`config.mk`:
```
export PLATFORM = sky130hd
export DESIGN_NAME = ysyx_22050243_ifu
export DESIGN_NICKNAME = d
export VERILOG_FILES = /design/src/rtl/ysyx_22050243_ifu.sv
export SDC_FILE = /design/constraint.sdc
export NUM_CORES = 1
export LEC_CHECK = 0
export BUFFER_PORTS_ARGS = -buffer_cell sky130_fd_sc_hd__buf_2
export CORE_MARGIN = 5
export CORE_UTILIZATION = 35
export DETAILED_ROUTE_END_ITERATION = 8
export PLACE_DENSITY_LB_ADDON = 0.15
export SLEW_MARGIN = 20
export SYNTH_ARGS = -nofsm -noshare
export SYNTH_HDL_FRONTEND = slang
export SYNTH_SLANG_ARGS = --single-unit
```
`constraint.sdc`:
```
create_clock -name clk -period 4.55 [get_ports clk]
set_input_delay 0.455 -clock clk [delete_from_list [all_inputs] [get_ports clk]]
set_output_delay 0.455 -clock clk [all_outputs]
set_load 0.01 [all_outputs]
```
`src/rtl/ysyx_22050243_ifu.sv`:
```
// Instruction fetch unit: holds the PC, issues one imem read at a time and
// hands the captured instruction to decode over a valid/ready handshake.
//
// state | meaning
// IDLE  | out of reset, one cycle before the first fetch
// REQ   | presenting pc on the request channel (or flagging a misaligned pc)
// WAIT  | request accepted, waiting for the response (drop marks it stale)
// HOLD  | instruction presented to decode until consumed or redirected
module ysyx_22050243_ifu #(
  parameter int              XLEN     = 64,
  parameter logic [XLEN-1:0] RESET_PC = 64'h0000_0000_8000_0000
) (
  input  logic            clk,
  input  logic            rst_n,
  input  logic            redirect_valid,
  input  logic [XLEN-1:0] redirect_pc,
  output logic            imem_req_valid,
  input  logic            imem_req_ready,
  output logic [XLEN-1:0] imem_req_addr,
  input  logic            imem_rsp_valid,
  output logic            imem_rsp_ready,
  input  logic [31:0]     imem_rsp_data,
  input  logic            imem_rsp_err,
  output logic            inst_valid,
  input  logic            inst_ready,
  output logic [31:0]     inst,
  output logic [XLEN-1:0] inst_pc,
  output logic [6:0]      inst_opcode,
  output logic [2:0]      inst_funct3,
  output logic            inst_fault
);

  typedef enum logic [1:0] {S_IDLE, S_REQ, S_WAIT, S_HOLD} state_e;

  state_e          state_q;
  logic [XLEN-1:0] pc_q;
  logic            drop_q;
  logic [31:0]     inst_q;
  logic [XLEN-1:0] inst_pc_q;
  logic            fault_q;

  logic misaligned;
  logic req_fire;

  assign misaligned     = pc_q[1:0] != 2'b00;
  assign imem_req_valid = (state_q == S_REQ) && !misaligned;
  // Address is forced to zero outside REQ so every output reads 0 in reset.
  assign imem_req_addr  = (state_q == S_REQ) ? pc_q : '0;
  assign req_fire       = imem_req_valid && imem_req_ready;
  assign imem_rsp_ready = state_q == S_WAIT;
  assign inst_valid     = state_q == S_HOLD;

  assign inst        = inst_q;
  assign inst_pc     = inst_pc_q;
  assign inst_fault  = fault_q;
  assign inst_opcode = inst_q[6:0];
  assign inst_funct3 = inst_q[14:12];

  always_ff @(posedge clk or negedge rst_n) begin
    if (!rst_n) begin
      state_q   <= S_IDLE;
      pc_q      <= RESET_PC;
      drop_q    <= 1'b0;
      inst_q    <= '0;
      inst_pc_q <= '0;
      fault_q   <= 1'b0;
    end else begin
      case (state_q)
        S_IDLE: begin
          if (redirect_valid) pc_q <= redirect_pc;
          state_q <= S_REQ;
        end
        S_REQ: begin
          if (redirect_valid) begin
            pc_q <= redirect_pc;
            // An accepted request for the old pc must be waited out and discarded.
            if (req_fire) begin
              state_q <= S_WAIT;
              drop_q  <= 1'b1;
            end
          end else if (misaligned) begin
            state_q   <= S_HOLD;
            inst_q    <= '0;
            inst_pc_q <= pc_q;
            fault_q   <= 1'b1;
          end else if (req_fire) begin
            state_q <= S_WAIT;
          end
        end
        S_WAIT: begin
          if (redirect_valid) begin
            pc_q <= redirect_pc;
            if (imem_rsp_valid) begin
              drop_q  <= 1'b0;
              state_q <= S_REQ;
            end else begin
              drop_q <= 1'b1;
            end
          end else if (imem_rsp_valid) begin
            if (drop_q) begin
              drop_q  <= 1'b0;
              state_q <= S_REQ;
            end else begin
              inst_q    <= imem_rsp_err ? 32'h0 : imem_rsp_data;
              inst_pc_q <= pc_q;
              fault_q   <= imem_rsp_err;
              state_q   <= S_HOLD;
            end
          end
        end
        S_HOLD: begin
          if (redirect_valid) begin
            pc_q    <= redirect_pc;
            state_q <= S_REQ;
          end else if (inst_ready) begin
            pc_q    <= pc_q + XLEN'(4);
            state_q <= S_REQ;
          end
        end
        default: state_q <= S_IDLE;
      endcase
    end
  end

endmodule

```
==> results.md <==
* Status: complete, no violations
* Largest net degree at the start of global routing at 93
* Startpoint Class: flop
* Nets@finish at 1362
* Port-buffer cells at 276
* Max-capacitance violation count at 0
* Die area at 28000 µm²
* Std-Cell Rows at 57
* Worst hold path type: in2async
* Initial antenna violation count at 7
* H-Tree Depth at 4
* Seq. cell area at 4110 µm²
* RSZ-0062 raised after global routing: false
* Syn Inst Count at 1038
* Mapped Nets at 1145
* Post-Layout Cell Count at 1593
* IO Count at 277
* DR vias at 8263
* CP max-delay cell: nand4_1
* Critical path type: reg2reg
* Number of flops mapped to enable cells by yosys at 0
* Final WL at 30.3 mm
* CP peak stage delay at 700 ps
* Overflow after GRT at 0
* Max Clock Freq at 0.341 GHz
* Hold_buf cts at 0
* CTS sink count at 164
* Antenna-violating nets left at 0
* Most frequent cells in the layout: 312 x nand2_1, 275 x buf_2, 163 x dfrtp_1
* Drt via density at 5.19
* Die Y at 167 µm
* Synthesized cell area at 8650 µm²
* Crit path DAT at 3210 ps
* Crit path buffers/inverters at 0
* Crit end category: flop
* Post-route cell area at 10800 µm²
* Worst path top cell family by delay: simple AND/OR/NAND/NOR gates
* Most common flop cell mapped by yosys: dfrtp_1
* Seq cells post-synth at 164
* Initial DRC Count at 580
* Post-CTS Resized at 0
* Drt drc at 0
* Layout area overhead at 24.9%
* Crit Path Max Fanout at 11
* Pwr dens at 578 nW/µm²
* Register area share after synthesis at 47.4%
* DR pass1 iterations at 5
* Wire per inst at 19.0 µm
* Reg clk slew, reported paths at 70 ps
* CTS buffer count at 17
* Power Total at 6250 µW
* Vias in the first global route at 8048
* Slew HR at 40.3%
* Cells after DPL at 1560
* GRT Total Usage at 21.2%
* Setup Total Neg Slack at 0 ps
* Final hold vios at 0
* Post-CTS Setup Bufs at 0
* Syn_area_per_cell at 8.34 µm²
* Max clock buf depth at 2
* Core area at 24300 µm²
* Worst-path cell chain: ha_1, and3_1, nand4_1, nor4_4, a21o_1, a31oi_1
* Clk root buf: clkbuf_16
* YS warnings at 0
* Initial Utilization at 35.6%
* Placement-stage cell area at 10100 µm²
* Max Slew Vio Count at 0
* Count of final setup violators at 0
* HPWL after DPL at 21.8 mm
* Lkg Pwr at 0.00544 µW
* Fin crit share at 64.5%
* Placer congestion estimate at 0.895
* VDD IR max at 0.295 mV
* Clock latency on the worst-skew pair at 440 ps
* Count of different cell masters after synthesis at 62
* Crit path required time at 4830 ps
* Final min period at 2940 ps
* Clock skew at 23.2 ps
* Footprint of the multi-input gates at 4090 µm²
* CTS tree: built
* Worst Max-Slew Pin Slew at 895 ps
* Layout cell share with drive strength beyond 1 at 26.8%
* Asr flop ratio synth at 100%
* Fillers at 2478
* Horiz. Die Dim at 167 µm
* First-pass GRT wire length at 47.2 mm
* Hold Slack at 43.7 ps
* Commonest non-fill, non-tap cell in the layout: nand2_1
## metal layers
| metal | wire [µm] | part of all wire (%) | GRT usage [%] | vias up |
|---|---|---|---|---|
| met3 | 2120 | 7.0 | 5.85 | 49 |
| met2 | 13800 | 46 | 33.1 | 300 |
| met4 | 575 | 1.9 | 5.58 | 12 |
| li1 | - | - | - | 3971 |
| met1 | 13700 | 45 | 29.3 | 3931 |
| met5 | 85 | 0.28 | 0 | - |
## worst register-to-register path, stage by stage (launching register included)
cell	delay, ps
dfrtp_1	420
ha_1	360
and3_1	380
nand4_1	700
nor4_4	660
a21o_1	180
a31oi_1	70
## Yosys cell counts (5+ instances only)
cell type | number | share of area, %
nor3_1 | 24 | 1.4
o22ai_1 | 5 | 0.36
buf_2 | 13 | 0.75
xor2_1 | 5 | 0.51
or4_1 | 10 | 0.87
or3_1 | 10 | 0.72
nand4_1 | 36 | 2.6
a31oi_1 | 11 | 0.80
inv_1 | 15 | 0.65
nor2b_1 | 5 | 0.36
a21oi_1 | 12 | 0.69
nand2_1 | 312 | 14
a221oi_1 | 5 | 0.51
buf_4 | 13 | 1.1
nand3_1 | 55 | 3.2
and3_1 | 18 | 1.3
clkbuf_1 | 55 | 2.4
xnor2_1 | 17 | 1.7
nor2_1 | 42 | 1.8
a211oi_1 | 7 | 0.61
o21ai_0 | 39 | 2.3
and2_1 | 68 | 4.9
a221o_1 | 5 | 0.58
dfrtp_1 | 163 | 47
and4_1 | 7 | 0.71
nor4_1 | 26 | 1.9
## cell type report
class / instances / area share [%]
sequential: 164 / 38.0
tap: 324 / 3.75
clock inverter: 14 / 2.20
multi-input combinational: 771 / 37.8
clock buffer: 18 / 4.06
inverter: 15 / 0.521
timing repair buffer: 286 / 13.6
antenna: 1 / 0.0231
## through the flow
stage	worst slack [ps]	utilization, %
2_1_floorplan	2310	-
3_3_place_gp	1720	41.7
3_5_place_dp	1640	41.7
4_1_cts	1610	44.4
5_1_grt	1420	44.5
6_report	1610	44.5
## kinds of logic (layout without fill, tap and decap cells)
logic type | count (synthesis) | after routing | share of synthesized area (%)
buffers and inverters | 103 | 333 | 5.49
other | 0 | 1 | 0
AND/OR/NAND/NOR | 630 | 630 | 35.3
multiplexers | 6 | 6 | 0.723
flip-flops | 164 | 164 | 47.4
AO/OA/AOI/OAI | 109 | 109 | 8.24
adder cells (fa/ha/maj) | 4 | 4 | 0.578
XOR/XNOR | 22 | 22 | 2.23
## power breakdown
part	total, µW	internal (µW)	leakage, µW	switching [µW]
registers	2150	1850	0.00203	300
logic	2410	865	0.00309	1550
clock network	1680	1010	0.000330	668
total	6250	3730	0.00544	2510
## sequential cells by signal, indices dropped and copies added, names as in the netlist
signal      cells
inst_pc        64
pc_q           64
inst           32
state_q         2
drop_q          1
inst_fault      1
## path summary, 6_finish.rpt
path | end | from | depth (start not counted) | slack, ps
max reg2reg | pc_q[48] | state_q[0] | 6 | 1610
min in group clk | pc_q[18] | redirect_pc[18] | 3 | 220
min | inst[28] | rst_n | 1 | 40
max in group asynchronous | inst_pc[62] | rst_n | 2 | 3470
max | pc_q[48] | state_q[0] | 6 | 1610
min reg2reg | inst[18] | inst[18] | 2 | 460
Note: power is estimated with default switching activity, not from simulation.
